<file path="config.mk">
export PLATFORM = sky130hd
export DESIGN_NAME = branch_exec_unit_flat
export DESIGN_NICKNAME = d
export VERILOG_FILES = /design/src/rtl/branch_exec_unit_if.sv /design/src/rtl/branch_exec_unit.sv /design/src/flat_wrapper.sv
export SDC_FILE = /design/constraint.sdc
export NUM_CORES = 1
export LEC_CHECK = 0
export CAP_MARGIN = 20
export CORE_ASPECT_RATIO = 0.75
export CORE_MARGIN = 1
export CORE_UTILIZATION = 35
export DETAILED_ROUTE_END_ITERATION = 10
export GPL_TIMING_DRIVEN = 0
export SETUP_SLACK_MARGIN = 0.1
export SLEW_MARGIN = 30
export SYNTH_ARGS = -nofsm -noshare
export SYNTH_HDL_FRONTEND = slang
export SYNTH_SLANG_ARGS = --single-unit
</file>
<file path="constraint.sdc">
create_clock -name clock -period 9 [get_ports clock]
set_input_delay 1.35 -clock clock [delete_from_list [all_inputs] [get_ports clock]]
set_output_delay 1.35 -clock clock [all_outputs]
set_load 0.03 [all_outputs]
</file>
<file path="src/rtl/branch_exec_unit_if.sv">
// Issue and result channel bundle for the branch execution unit.
interface branch_exec_unit_if #(
    parameter int DATA_W = 32,
    parameter int TAG_W  = 6
);
    logic              issue_valid;
    logic              issue_ready;
    logic [TAG_W-1:0]  issue_rob;
    logic [2:0]        issue_subtype;
    logic [DATA_W-1:0] issue_src1;
    logic [DATA_W-1:0] issue_src2;
    logic [DATA_W-1:0] issue_pc;
    logic [DATA_W-1:0] issue_imm;
    logic              issue_pred_taken;

    logic              result_valid;
    logic [TAG_W-1:0]  result_rob;
    logic              result_taken;
    logic [DATA_W-1:0] result_next_pc;
    logic              result_mispredict;
    logic              result_grant;

    // Environment side: reservation station plus CDB arbiter.
    modport master (
        output issue_valid, issue_rob, issue_subtype, issue_src1, issue_src2,
               issue_pc, issue_imm, issue_pred_taken, result_grant,
        input  issue_ready, result_valid, result_rob, result_taken,
               result_next_pc, result_mispredict
    );

    // Execution unit side.
    modport slave (
        input  issue_valid, issue_rob, issue_subtype, issue_src1, issue_src2,
               issue_pc, issue_imm, issue_pred_taken, result_grant,
        output issue_ready, result_valid, result_rob, result_taken,
               result_next_pc, result_mispredict
    );
endinterface

</file>
<file path="src/rtl/branch_exec_unit.sv">
// Branch execution unit: one-cycle condition evaluation stage (E1) feeding a
// small FIFO that holds resolved branches until the CDB grants a broadcast.
module branch_exec_unit #(
    parameter int               DATA_W      = 32,
    parameter int               TAG_W       = 6,
    parameter logic [TAG_W-1:0] INVALID_TAG = 6'b010000,
    parameter int               QDEPTH      = 2
) (
    input  logic                clock,
    input  logic                reset,
    input  logic                flush,
    output logic [1:0]          inflight,
    branch_exec_unit_if.slave   bus
);
    localparam int PW = (QDEPTH > 1) ? $clog2(QDEPTH) : 1;
    localparam int CW = $clog2(QDEPTH + 1);

    // E1 stage registers
    logic              e1_valid;
    logic [TAG_W-1:0]  e1_rob;
    logic              e1_taken;
    logic [DATA_W-1:0] e1_next_pc;
    logic              e1_mispredict;

    // Output queue storage and bookkeeping
    logic [TAG_W-1:0]  q_rob        [QDEPTH];
    logic              q_taken      [QDEPTH];
    logic [DATA_W-1:0] q_next_pc    [QDEPTH];
    logic              q_mispredict [QDEPTH];
    logic [PW-1:0]     wr_ptr;
    logic [PW-1:0]     rd_ptr;
    logic [CW-1:0]     q_count;

    logic              taken_c;
    logic [DATA_W-1:0] next_pc_c;
    logic [CW-1:0]     occupancy;
    logic              accept;
    logic              push;
    logic              pop;

    assign occupancy     = q_count + CW'(e1_valid);
    // No credit for a same-cycle pop; held low while reset is asserted.
    assign bus.issue_ready = reset && (occupancy < CW'(QDEPTH));
    assign accept        = bus.issue_valid && bus.issue_ready && !flush;
    assign push          = e1_valid;
    assign pop           = (q_count != '0) && bus.result_grant;
    assign inflight      = 2'(occupancy);

    // Condition evaluation and target selection from the issue operands.
    always_comb begin
        taken_c = 1'b0;
        unique case (bus.issue_subtype)
            3'b000:  taken_c = (bus.issue_src1 == bus.issue_src2);
            3'b001:  taken_c = (bus.issue_src1 != bus.issue_src2);
            3'b100:  taken_c = ($signed(bus.issue_src1) <  $signed(bus.issue_src2));
            3'b101:  taken_c = ($signed(bus.issue_src1) >= $signed(bus.issue_src2));
            3'b110:  taken_c = (bus.issue_src1 <  bus.issue_src2);
            3'b111:  taken_c = (bus.issue_src1 >= bus.issue_src2);
            default: taken_c = 1'b0;
        endcase
        next_pc_c = taken_c ? (bus.issue_pc + bus.issue_imm)
                            : (bus.issue_pc + DATA_W'(4));
    end

    // E1 stage: capture the resolved branch; flush drops it and any same-cycle issue.
    always_ff @(posedge clock or negedge reset) begin
        if (!reset) begin
            e1_valid      <= 1'b0;
            e1_rob        <= '0;
            e1_taken      <= 1'b0;
            e1_next_pc    <= '0;
            e1_mispredict <= 1'b0;
        end else if (flush) begin
            e1_valid      <= 1'b0;
        end else begin
            e1_valid <= accept;
            if (accept) begin
                e1_rob        <= bus.issue_rob;
                e1_taken      <= taken_c;
                e1_next_pc    <= next_pc_c;
                e1_mispredict <= taken_c ^ bus.issue_pred_taken;
            end
        end
    end

    // Queue payload write; contents are only observed while counted as valid.
    always_ff @(posedge clock) begin
        if (push && !flush) begin
            q_rob[wr_ptr]        <= e1_rob;
            q_taken[wr_ptr]      <= e1_taken;
            q_next_pc[wr_ptr]    <= e1_next_pc;
            q_mispredict[wr_ptr] <= e1_mispredict;
        end
    end

    // Queue pointers and occupancy count.
    always_ff @(posedge clock or negedge reset) begin
        if (!reset) begin
            wr_ptr  <= '0;
            rd_ptr  <= '0;
            q_count <= '0;
        end else if (flush) begin
            wr_ptr  <= '0;
            rd_ptr  <= '0;
            q_count <= '0;
        end else begin
            if (push) wr_ptr <= wr_ptr + PW'(1);
            if (pop)  rd_ptr <= rd_ptr + PW'(1);
            unique case ({push, pop})
                2'b10:   q_count <= q_count + CW'(1);
                2'b01:   q_count <= q_count - CW'(1);
                default: q_count <= q_count;
            endcase
        end
    end

    // Head-of-queue presentation; idle values when empty.
    always_comb begin
        bus.result_valid      = 1'b0;
        bus.result_rob        = INVALID_TAG;
        bus.result_taken      = 1'b0;
        bus.result_next_pc    = '0;
        bus.result_mispredict = 1'b0;
        if (q_count != '0) begin
            bus.result_valid      = 1'b1;
            bus.result_rob        = q_rob[rd_ptr];
            bus.result_taken      = q_taken[rd_ptr];
            bus.result_next_pc    = q_next_pc[rd_ptr];
            bus.result_mispredict = q_mispredict[rd_ptr];
        end
    end
endmodule

</file>
<file path="src/flat_wrapper.sv">
// flat-port wrapper written by rule: the top's interface ports become plain ports
module branch_exec_unit_flat 
#(
    parameter int               DATA_W      = 32,
    parameter int               TAG_W       = 6,
    parameter logic [TAG_W-1:0] INVALID_TAG = 6'b010000,
    parameter int               QDEPTH      = 2
)
  (clock, reset, flush, inflight, bus_issue_valid, bus_issue_rob, bus_issue_subtype, bus_issue_src1, bus_issue_src2, bus_issue_pc, bus_issue_imm, bus_issue_pred_taken, bus_result_grant, bus_issue_ready, bus_result_valid, bus_result_rob, bus_result_taken, bus_result_next_pc, bus_result_mispredict);
  branch_exec_unit_if #(.DATA_W(DATA_W), .TAG_W(TAG_W)) bus_i ();
  input  logic clock;
  input  logic reset;
  input  logic flush;
  output logic [1:0] inflight;
  input wire logic [$bits(bus_i.issue_valid)-1:0] bus_issue_valid;
  input wire logic [$bits(bus_i.issue_rob)-1:0] bus_issue_rob;
  input wire logic [$bits(bus_i.issue_subtype)-1:0] bus_issue_subtype;
  input wire logic [$bits(bus_i.issue_src1)-1:0] bus_issue_src1;
  input wire logic [$bits(bus_i.issue_src2)-1:0] bus_issue_src2;
  input wire logic [$bits(bus_i.issue_pc)-1:0] bus_issue_pc;
  input wire logic [$bits(bus_i.issue_imm)-1:0] bus_issue_imm;
  input wire logic [$bits(bus_i.issue_pred_taken)-1:0] bus_issue_pred_taken;
  input wire logic [$bits(bus_i.result_grant)-1:0] bus_result_grant;
  output wire logic [$bits(bus_i.issue_ready)-1:0] bus_issue_ready;
  output wire logic [$bits(bus_i.result_valid)-1:0] bus_result_valid;
  output wire logic [$bits(bus_i.result_rob)-1:0] bus_result_rob;
  output wire logic [$bits(bus_i.result_taken)-1:0] bus_result_taken;
  output wire logic [$bits(bus_i.result_next_pc)-1:0] bus_result_next_pc;
  output wire logic [$bits(bus_i.result_mispredict)-1:0] bus_result_mispredict;
  assign bus_i.issue_valid = bus_issue_valid;
  assign bus_i.issue_rob = bus_issue_rob;
  assign bus_i.issue_subtype = bus_issue_subtype;
  assign bus_i.issue_src1 = bus_issue_src1;
  assign bus_i.issue_src2 = bus_issue_src2;
  assign bus_i.issue_pc = bus_issue_pc;
  assign bus_i.issue_imm = bus_issue_imm;
  assign bus_i.issue_pred_taken = bus_issue_pred_taken;
  assign bus_i.result_grant = bus_result_grant;
  assign bus_issue_ready = bus_i.issue_ready;
  assign bus_result_valid = bus_i.result_valid;
  assign bus_result_rob = bus_i.result_rob;
  assign bus_result_taken = bus_i.result_taken;
  assign bus_result_next_pc = bus_i.result_next_pc;
  assign bus_result_mispredict = bus_i.result_mispredict;
  branch_exec_unit #(.DATA_W(DATA_W), .TAG_W(TAG_W), .INVALID_TAG(INVALID_TAG), .QDEPTH(QDEPTH)) u_core (.clock(clock), .reset(reset), .flush(flush), .inflight(inflight), .bus(bus_i));
endmodule
</file>
==> flow_summary.toml <==
[outcome]
run_status = "finished, final reports clean"

[synth]
postSynthRegisterBits = 125
synth.lib_cells_used.distinct = 58
synth.yosys.warnings = 0
synth_fp_nets = 981
synth_xor_xnor_area_share_pct = 6.84
postSynth.topFlopCell = "sky130_fd_sc_hd__edfxtp_1"
synth_top_family_by_area = "simple AND/OR/NAND/NOR gates"
synth_largest_type_area_fraction_pct = 30.3
number_of_flops_mapped_to_enable_cells_by_yosys = 80
syn_area_um2 = 7940
synth.area.top_cells = "sky130_fd_sc_hd__edfxtp_1 30%, sky130_fd_sc_hd__dfrtp_1 14%, sky130_fd_sc_hd__ha_1 10%"
netlist_instances = 772
synth_compound_gate_area_share_pct = 12.0
syn-mean-instance-area_um2 = 10.3
seq_area_frac_synth_pct = 44.5
synth_top_area_cell = "sky130_fd_sc_hd__edfxtp_1"
post_synth_and_or_nand_nor_area_fraction_pct = 13.5
synth_async_sr_flop_share_pct = 36.0
post_synthesis_adder_cell_area_fraction_pct = 10.5
post_synth_mux_area_share_pct = 9.19

[sta]
fin_setup_tns_ps = 0
finalHoldViolCount = 0
grt_setup_unrepaired = "no"
fin_hold_ws_ps = 465
worst_slack_ps = 4490
final_max_slew_viol_count = 0
number_of_setup_violations_in_the_final_report = 0
clock.fmax_mhz = 222
period_utilization_pct = 50.1
tightestPinTransition_ps = 786
finClkSkew_ps = 11.2
worst_rel_slew_slack_pct = 47.6
final.min_clock_period_ps = 4510

[clocking]
cts_hold_buf = 0
cts_max_level = 4
clk_root_buffer_cell = "sky130_fd_sc_hd__clkbuf_16"
cts_num_sinks = 125
cts-resized-gates = 0
cts-root-to-sink-buffers = 2
post-cts-setup-buffers = 0
clock_insertion_delay_worst_skew_ps = 410
tritoncts.num_buffers = 17
tritoncts = "done"
path_clk_slew_ps = 50

[place]
place.gp.congestion = 0.822
placed_cells_incl_taps = 1259
place_ws_ps = 4080
dp_area_um2 = 10200
port_buffers = 186
detailed_place_hpwl_um = 16300

[flow_run]
maxCapViolations = 0

[layout]
nFillCells = 2073
post-route-util_pct = 48.8
drive_gt1_share_pct = 5.62
diodes = 0
mostFrequentLayoutCells = "185 x sky130_fd_sc_hd__clkdlybuf4s50_1, 80 x sky130_fd_sc_hd__edfxtp_1, 77 x sky130_fd_sc_hd__nand2_1"
instances_no_fill = 1290
layout_commonest_cell = "sky130_fd_sc_hd__clkdlybuf4s50_1"
areaGrowthSynthToFinish_pct = 36.2
finalInstanceArea_um2 = 10800
multi_input_comb_area_um2 = 4140
seqCellArea_um2 = 3530
nNetsFinal = 1193

[detailed_routing]
drt-initial-drc-count = 431
route.detailed.drc = 0
route.vias.total = 6240
remaining_antenna_violation_count_after_routing = 0
wl_per_cell_um = 15.6
viasPerCell = 4.84
drt_wl_total_um = 20200
detailedRoute.firstPassIterationCount = 5

[die]
starting_density_of_the_core_pct = 35.8
floorplan.core_area_um2 = 22200
die_w_um = 176
die_h_um = 132
die-area_um2 = 23300
rows = 47
io-pin-count = 187

[worst_setup_path]
worst_setup_path_start_kind = "primary input"
worstPathRequired_ps = 9330
crit_path_max_fanout = 5
critPathCaptureType = "flip-flop"
timing.setup.critical_path_class = "in -> reg"
worstPathArrival_ps = 4840

[global_route]
first_global_vias = 5915
grt_antenna_before_repair = 0
grt_max_degree = 47
grt_remaining_overflow = 0
global_route_wire_length_before_repair_um = 31900
grt_use_total_pct = 17.8

[power_and_ir_drop]
power.total_mw = 1.74
leakage_nw = 4.36
power.density_nw_per_um2 = 161
vdd_ir_drop_max_mv = 0.117

[hold_path]
hold_class = "reg -> reg"
worst paths after layout:
check	start	slack, ps	cells past startpoint	endpoint
max in group asynchronous	reset	7620	1	u_core.e1_mispredict
worst max register to register	u_core.e1_valid	6310	9	u_core.e1_next_pc[24]
min in group asynchronous	reset	960	1	u_core.e1_rob[1]
worst min-delay path	u_core.e1_next_pc[28]	470	0	u_core.q_next_pc[0][28]
worst min register to register	u_core.e1_next_pc[28]	470	0	u_core.q_next_pc[0][28]
worst max-delay path	bus_issue_pc[0]	4490	13	u_core.e1_next_pc[30]
cell usage after synthesis, types with 23 or more instances:
cell	n
sky130_fd_sc_hd__nand3_1	23
sky130_fd_sc_hd__o21ai_0	47
sky130_fd_sc_hd__nor2_1	66
sky130_fd_sc_hd__xnor2_1	35
sky130_fd_sc_hd__a21oi_1	44
sky130_fd_sc_hd__ha_1	65
sky130_fd_sc_hd__mux2i_1	65
sky130_fd_sc_hd__dfrtp_1	45
sky130_fd_sc_hd__nand2_1	77
sky130_fd_sc_hd__inv_1	45
sky130_fd_sc_hd__xor2_1	27
sky130_fd_sc_hd__edfxtp_1	80
state kept, by name, indices dropped and copies added (netlist names):
register / cells
u_core.q_next_pc: 64
u_core.e1_valid: 1
u_core.e1_mispredict: 1
u_core.e1_taken: 1
u_core.wr_ptr: 1
u_core.e1_rob: 6
u_core.rd_ptr: 1
u_core.q_count: 2
u_core.q_mispredict: 2
u_core.q_rob: 12
u_core.e1_next_pc: 32
u_core.q_taken: 2
metal layers:
| layer | vias up | part of all wire, % | GRT usage [%] |
|---|---|---|---|
| met4 | 0 | 0.85 | 4.06 |
| met2 | 145 | 42 | 25.6 |
| met1 | 2855 | 53 | 27.4 |
| met3 | 12 | 3.9 | 2.85 |
| met5 | - | 0 | 0 |
| li1 | 3228 | - | - |
worst max-delay path, cell delays in order:
cell and delay (ps):
sky130_fd_sc_hd__clkdlybuf4s50_1 480, sky130_fd_sc_hd__ha_1 200, sky130_fd_sc_hd__inv_1 70, sky130_fd_sc_hd__fa_1 410, sky130_fd_sc_hd__nand2b_1 180, sky130_fd_sc_hd__a21oi_1 310, sky130_fd_sc_hd__nor4b_1 130, sky130_fd_sc_hd__o31ai_1 590
sky130_fd_sc_hd__o2111ai_1 280, sky130_fd_sc_hd__a311oi_1 330, sky130_fd_sc_hd__xor2_1 250, sky130_fd_sc_hd__mux2i_1 120, sky130_fd_sc_hd__a21oi_1 140
layout make-up:
| class | count | share of cell area, % |
|---|---|---|
| clock buffer | 22 | 4.20 |
| buffer | 22 | 1.01 |
| sequential | 125 | 32.6 |
| timing repair buffer | 193 | 17.8 |
| clock inverter | 9 | 1.10 |
| inverter | 45 | 1.56 |
| tap | 294 | 3.40 |
| multi-input combinational | 580 | 38.3 |
power breakdown:
group | total, mW | switching [mW] | internal [mW]
sequential | 0.718 | 0.0365 | 0.682
combinational | 0.366 | 0.186 | 0.180
clock | 0.658 | 0.222 | 0.437
total | 1.74 | 0.444 | 1.30
cells by family after synthesis:
kind of cell    Yosys count
simple gates            228
mux                      72
fa+ha+maj                66
buf+inv                  67
xor+xnor                 62
flops                   125
compound gates          152
(Power assumes the default switching activity.)
